## config.mk

```make
export PLATFORM = sky130hd
export DESIGN_NAME = fifo_wr_arbiter
export DESIGN_NICKNAME = d
export VERILOG_FILES = /design/src/rtl/fifo_wr_arbiter_pkg.sv /design/src/rtl/fifo_wr_arbiter_rr_pick.sv /design/src/rtl/fifo_wr_arbiter.sv
export SDC_FILE = /design/constraint.sdc
export NUM_CORES = 1
export LEC_CHECK = 0
export CORE_MARGIN = 4
export CORE_UTILIZATION = 32
export CTS_CLUSTER_DIAMETER = 150
export DETAILED_ROUTE_END_ITERATION = 6
export PLACE_DENSITY = 0.75
export SLEW_MARGIN = 5
export SYNTH_ARGS = -nofsm -noshare
export SYNTH_HDL_FRONTEND = slang
export SYNTH_SLANG_ARGS = --single-unit
```

## constraint.sdc

```tcl
create_clock -name clk -period 1.45 [get_ports clk]
set_input_delay 0.145 -clock clk [delete_from_list [all_inputs] [get_ports clk]]
set_output_delay 0.145 -clock clk [all_outputs]
set_load 0.02 [all_outputs]
```

## src/rtl/fifo_wr_arbiter_pkg.sv

```systemverilog
// Shared types and defaults for the round-robin FIFO write arbiter.
package fifo_wr_arbiter_pkg;

    typedef enum logic {
        IDLE  = 1'b0,
        BURST = 1'b1
    } state_t;

    localparam int SIZE_DEF  = 8;
    localparam int NREQ_DEF  = 4;
    localparam int BURST_DEF = 4;

    function automatic int id_width(input int n);
        return (n > 1) ? $clog2(n) : 1;
    endfunction

endpackage

```

## src/rtl/fifo_wr_arbiter_rr_pick.sv

```systemverilog
// Combinational round-robin picker: first set req bit after last_id.
module rr_pick
    import fifo_wr_arbiter_pkg::*;
#(
    parameter int nreq = NREQ_DEF,
    localparam int idw = id_width(nreq)
) (
    input  logic [nreq-1:0] req,
    input  logic [idw-1:0]  last_id,
    output logic            valid,
    output logic [idw-1:0]  idx
);

    logic [idw-1:0] cand;

    // Scan farthest-first so the nearest candidate is the last to win.
    always_comb begin
        valid = 1'b0;
        idx   = last_id;
        cand  = '0;
        for (int k = nreq; k >= 1; k--) begin
            cand = idw'((int'(last_id) + k) % nreq);
            if (req[cand]) begin
                valid = 1'b1;
                idx   = cand;
            end
        end
    end

endmodule

```

## src/rtl/fifo_wr_arbiter.sv

```systemverilog
// Round-robin burst arbiter feeding one FIFO write port from nreq requesters.
module fifo_wr_arbiter
    import fifo_wr_arbiter_pkg::*;
#(
    parameter int size  = SIZE_DEF,
    parameter int nreq  = NREQ_DEF,
    parameter int burst = BURST_DEF,
    localparam int idw  = id_width(nreq),
    localparam int cw   = $clog2(burst) + 1
) (
    input  logic                 clk,
    input  logic                 rst,
    input  logic [nreq-1:0]      req,
    input  logic [nreq*size-1:0] req_data,
    input  logic [nreq-1:0]      req_last,
    input  logic                 buf_full,
    output logic [nreq-1:0]      gnt,
    output logic [nreq-1:0]      ack,
    output logic [size-1:0]      buf_in,
    output logic                 write_en,
    output logic [idw-1:0]       active_id,
    output logic                 busy
);

    state_t         state;
    logic [cw-1:0]  wcnt;
    logic [idw-1:0] last_id;
    logic           pick_valid;
    logic [idw-1:0] pick_idx;
    logic           done;

    rr_pick #(
        .nreq(nreq)
    ) u_pick (
        .req(req),
        .last_id(last_id),
        .valid(pick_valid),
        .idx(pick_idx)
    );

    assign busy     = (state == BURST);
    assign write_en = busy & req[active_id] & ~buf_full;
    assign ack      = {nreq{write_en}} & gnt;
    assign buf_in   = busy ? req_data[int'(active_id)*size +: size] : '0;
    assign done     = (wcnt == cw'(burst - 1)) | req_last[active_id];

    always_ff @(posedge clk or negedge rst) begin
        if (!rst) begin
            state     <= IDLE;
            gnt       <= '0;
            wcnt      <= '0;
            active_id <= '0;
            last_id   <= idw'(nreq - 1);
        end else begin
            unique case (state)
                IDLE: begin
                    if (pick_valid) begin
                        state     <= BURST;
                        gnt       <= nreq'(1) << pick_idx;
                        active_id <= pick_idx;
                        wcnt      <= '0;
                    end
                end
                BURST: begin
                    // A dropped request ends the grant even mid-stall.
                    if (!req[active_id]) begin
                        state   <= IDLE;
                        gnt     <= '0;
                        last_id <= active_id;
                    end else if (write_en) begin
                        wcnt <= wcnt + cw'(1);
                        if (done) begin
                            state   <= IDLE;
                            gnt     <= '0;
                            last_id <= active_id;
                        end
                    end
                end
                default: state <= IDLE;
            endcase
        end
    end

endmodule

```

==> flow_summary.json, run 1 <==
{
  "syn_to_final_growth_pct": 101,
  "vias_per_cell": 5.33,
  "hp-class": "in -> async",
  "ys_seq_elements": 12,
  "fin_ws_ps": -528,
  "r2r-end": "gnt[2]",
  "p_sw_mw": 1.47,
  "p_int_mw": 2.10,
  "grt_max_degree": 14,
  "setup-violations-final": 23,
  "nFillCells": 224,
  "drive_gt1_frac": 0.419,
  "cp_data_required_time_ps": 1310,
  "cp_max_fo": 4,
  "routedWlPerCell_um": 16.6,
  "antenna_left": 0,
  "fin_area_um2": 1940,
  "finClkSkew_ps": 2.03,
  "reg2reg_slack_ps": -460,
  "cts_buffer_depth": 2,
  "cp.arrival_ps": 1830,
  "root_buffer": "clkbuf_4",
  "power.leakage_nw": 0.875,
  "hold_violations": 0,
  "cts_hold_buffers": 0,
  "drtIter0Drc": 42,
  "maxCapViolations": 0,
  "p_per_area_nw_per_um2": 1840,
  "io_buffers": 62,
  "grt_overflow": 0,
  "rsz0062_at_grt": "yes",
  "initial_core_util": 0.342,
  "vias": 1119,
  "ys_seq_area_frac": 0.313,
  "r2r_cells": 8,
  "ff_latch_area_um2": 304,
  "worst_pin_slew_ps": 575,
  "layout_min_cycle_time_ps": 1980,
  "critPathLaunchType": "register",
  "regToRegStartpoint": "active_id[0]",
  "period_share": 1.36,
  "htree_levels": 1,
  "power_mw": 3.56,
  "insertedDiodeCount": 0,
  "final_max_slew_viol_count": 0,
  "grt_pass1_vias": 1155,
  "grt_usage": 0.176,
  "die-area_um2": 3970,
  "p_seq_frac": 0.182,
  "postPlaceCellArea_um2": 1760,
  "yosysWarnings": 0,
  "maxSlewHeadroom": 0.616,
  "placedCellCount": 196,
  "outcome": "finished, violations left",
  "power_frac_comb": 0.740,
  "final_common_cell": "clkdlybuf4s50_1",
  "rows": 19,
  "setup_tns_ps": -9060,
  "drt_wl_total_um": 3500,
  "ioPinCount": 63,
  "clock_power_share": 0.077,
  "synth.net_count": 137,
  "crit_type": "reg -> out",
  "core-area_um2": 2830,
  "insertion_delay_ps": 280,
  "fp.dieW_um": 63.0,
  "clk_pin_slew_ps": 80,
  "antenna_found_initial": 0,
  "die_height_um": 63.0,
  "layout_common_cells": "clkdlybuf4s50_1, buf_4, buf_6",
  "critPathLaunch": "active_id[0]",
  "cts_sinks": 12,
  "switching_share": 0.411,
  "numCtsBuffers": 3,
  "endpoint_kind": "output pin",
  "dr.pass1.iters": 4,
  "failed_checks": "setup timing",
  "ys_types": 30,
  "avgSynthCellArea_um2": 10.5,
  "max_freq_mhz": 506,
  "syn_area_um2": 968,
  "place_congestion": 0.811,
  "grt_pass1_wl_um": 5610,
  "ir_drop_mv": 1.24,
  "dp_hpwl_um": 2620,
  "final_nets": 225,
  "endpoint": "ack[1]",
  "drc": 0,
  "finalNonFillerCells": 210,
  "netlist_instances": 92,
  "multi_input_comb_area_um2": 737,
  "cts_tree": "built",
  "fin_util": 0.686
}
cell usage after synthesis:
master      n  share of area
and2_1     14          0.090
dfrtp_1    10           0.26
mux4_2      9           0.21
nand2_1     7          0.027
nand2b_1    5          0.032
nor2_1      5          0.019
a21oi_1     4          0.021
inv_1       3          0.012
mux2i_1     3          0.031
o21ai_0     3          0.015
a21boi_0    2          0.015
a32o_1      2          0.021
buf_2       2          0.010
clkbuf_1    2         0.0078
dfstp_2     2          0.054
ha_1        2          0.026
mux2_2      2          0.023
o2bb2ai_1   2          0.018
or2_2       2          0.013
a21o_1      1         0.0078
a21oi_2     1         0.0090
a31oi_1     1         0.0065
nor3_1      1         0.0052
nor3b_4     1          0.019
nor4_1      1         0.0065
nor4_2      1          0.013
o21ai_1     1         0.0052
o31ai_1     1         0.0078
or3_1       1         0.0065
xnor2_1     1         0.0090
sequential cells by signal, indices dropped and copies added, names as in the netlist:
signal     flops
gnt            4
wcnt           3
last_id        2
busy           1
active_id      2
cells by family (layout without fill, tap and decap cells):
kind of cell | count (synthesis) | count (layout) | share of synthesized area
AO/OA/AOI/OAI | 18 | 18 | 0.127
XOR/XNOR | 1 | 1 | 0.00905
adder cells (fa/ha/maj) | 2 | 2 | 0.0258
multiplexers | 14 | 14 | 0.264
flip-flops | 12 | 12 | 0.313
buffers and inverters | 7 | 94 | 0.0297
AND/OR/NAND/NOR | 38 | 38 | 0.233
critical path, cell delays in order (launching register included):
cell	delay, ps
dfrtp_2	370
mux4_2	520
nor3b_4	180
buf_6	130
buf_6	110
and2_4	130
buf_6	120
layer usage:
| layer | share of wire | vias to the layer above | GRT usage |
|---|---|---|---|
| met2 | 0.45 | 66 | 0.274 |
| met5 | 0 | - | 0 |
| met3 | 0.086 | 6 | 0.0540 |
| met4 | 0.012 | 0 | 0.0661 |
| li1 | - | 514 | - |
| met1 | 0.45 | 533 | 0.228 |
stage by stage:
stage               setup WS (ps)  hold WS (ps)
floorplan                    -228          -151
global route                 -583           255
detailed placement           -699           534
global placement             -667           516
CTS                          -521           234
finish                       -528           228
how the worst min path moves through the flow:
stage / startpoint / end / slack, ps / cells past startpoint
floorplan: rst / active_id[0] / -150 / 0
global placement: rst / wcnt[2] / 520 / 1
detailed placement: wcnt[2] / wcnt[2] / 530 / 2
CTS: rst / wcnt[2] / 230 / 1
global route: rst / wcnt[1] / 250 / 1
finish: rst / wcnt[2] / 230 / 1
power groups by stage:
stage | clock [mW] | combinational (mW) | sequential, mW
after floorplan | 0 | 1.23 | 0.765
after global routing | 0.305 | 2.82 | 0.664
after global placement | 0 | 2.31 | 0.640
after CTS | 0.283 | 2.49 | 0.646
final | 0.276 | 2.64 | 0.650
after detailed placement | 0 | 2.35 | 0.649
layout make-up:
type / instances / share of cell area
clock buffer: 4 / 0.0187
inverter: 3 / 0.00580
multi-input combinational: 73 / 0.380
sequential: 12 / 0.157
tap: 31 / 0.0200
timing repair buffer: 87 / 0.419
what timing repair did:
| action | in CTS | in global routing |
|---|---|---|
| gates cloned | 0 | 0 |
| resized for setup | 80 | 15 |
| setup buffers | 10 | 2 |
| setup endpoints to repair | 28 | 28 |
| pin swaps | 3 | 2 |
No activity file was read; power rests on OpenSTA's default activity.
==> inputs of run 2 (changes only) <==
Settings changed: MAX_ROUTING_LAYER from default to met4.
==> run 2 against run 1 <==
  * Critical path depth is the same
  * Via count grew 0.27%
  * Clock skew about the same
  * Register-to-register slack about the same
  * Sequential cell count is the same
  * Fmax barely moved
  * Sequential power about the same
  * Highest routed layer unchanged
  * Routed wire length decreased by 0.26%
  * Critical path type unchanged
  * The flow still finishes with violations (setup timing)
==> flow_summary.json, run 2 (synthesized netlist as in run 1, its figures left out) <==
{
  "worst_pin_slew_ps": 574,
  "vias_per_cell": 5.34,
  "grt_max_degree": 14,
  "nFillCells": 224,
  "fin_area_um2": 1940,
  "grt_pass1_wl_um": 5620,
  "grt_pass1_vias": 1156,
  "p_per_area_nw_per_um2": 1840,
  "cts_hold_buffers": 0,
  "antenna_left": 0,
  "die_height_um": 63.0,
  "cts_sinks": 12,
  "crit_type": "reg -> out",
  "grt_overflow": 0,
  "whs_ps": 227,
  "hp-class": "in -> async",
  "ir_drop_mv": 1.24,
  "top_regs": "gnt x4, wcnt x3",
  "power.leakage_nw": 0.875,
  "drt_wl_total_um": 3490,
  "ioPinCount": 63,
  "layout_min_cycle_time_ps": 1980,
  "dr.pass1.iters": 4,
  "routedWlPerCell_um": 16.6,
  "grt_usage": 0.182,
  "die-area_um2": 3970,
  "finClkSkew_ps": 1.71,
  "cts_tree": "built",
  "cp.arrival_ps": 1830,
  "endpoint_kind": "output pin",
  "hold_violations": 0,
  "cp_max_fo": 4,
  "dp_hpwl_um": 2620,
  "htree_levels": 1,
  "layout_common_cells": "clkdlybuf4s50_1, buf_4, buf_6",
  "multi_input_comb_area_um2": 737,
  "syn_to_final_growth_pct": 101,
  "fin_util": 0.686,
  "setup_tns_ps": -9080,
  "rows": 19,
  "outcome": "finished, violations left",
  "root_buffer": "clkbuf_4",
  "critPathLaunchType": "register",
  "drive_gt1_frac": 0.419,
  "final_max_slew_viol_count": 0,
  "r2r_cells": 8,
  "cp_data_required_time_ps": 1310,
  "fin_ws_ps": -529,
  "ff_latch_area_um2": 304,
  "drtIter0Drc": 38,
  "period_share": 1.36,
  "largest_reg_flops": 4,
  "core-area_um2": 2830,
  "fp.dieW_um": 63.0,
  "vias": 1122,
  "critPathLaunch": "active_id[0]",
  "place_congestion": 0.822,
  "insertion_delay_ps": 280,
  "regToRegStartpoint": "active_id[0]",
  "final_common_cell": "clkdlybuf4s50_1",
  "numCtsBuffers": 3,
  "insertedDiodeCount": 0,
  "postPlaceCellArea_um2": 1760,
  "antenna_found_initial": 0,
  "maxCapViolations": 0,
  "initial_core_util": 0.342,
  "maxSlewHeadroom": 0.616,
  "clk_pin_slew_ps": 80,
  "drc": 0,
  "power_mw": 3.56,
  "cts_buffer_depth": 2,
  "finalNonFillerCells": 210,
  "final_nets": 225,
  "reg2reg_slack_ps": -460,
  "top_register": "gnt",
  "io_buffers": 62,
  "failed_checks": "setup timing",
  "dp_slack_ps": -699,
  "placedCellCount": 196,
  "setup-violations-final": 23,
  "max_freq_mhz": 505,
  "rsz0062_at_grt": "yes"
}
run 2: per-layer routing:
metal,routed length [um],vias up,global-route usage,part of all wire
li1,-,514,-,-
met1,1570,532,0.230,0.45
met2,1570,68,0.274,0.45
met3,289,8,0.0558,0.083
met4,57,0,0.0661,0.016
met5,0,-,-,0
run 2: cell type report:
| class | count | area share |
|---|---|---|
| repair buffers | 87 | 0.419 |
| inverters | 3 | 0.00580 |
| flip-flops and latches | 12 | 0.157 |
| clock buffers | 4 | 0.0187 |
| well taps | 31 | 0.0200 |
| multi-input cells | 73 | 0.380 |
run 2: power by group:
group | switching [mW] | total [mW] | internal, mW
sequential | 0.136 | 0.649 | 0.513
clock | 0.123 | 0.276 | 0.153
combinational | 1.21 | 2.64 | 1.43
total | 1.47 | 3.56 | 2.10
run 2: worst paths after layout:
| kind | to |
|---|---|
| max | ack[1] |
| min | wcnt[2] |
| max reg2reg | gnt[2] |
| min reg2reg | wcnt[2] |
| max in group asynchronous | active_id[0] |
| min in group clk | wcnt[2] |
run 2: what timing repair did:
action,CTS,global route
setup endpoints to repair,28,28
buffers inserted,10,2
resized for setup,80,15
pin swaps,3,2
run 2: critical path: stages (launching register included):
cell and delay [ps]:
dfrtp_2 370, mux4_2 520, nor3b_4 180, buf_6 130, buf_6 110, and2_4 130, buf_6 120
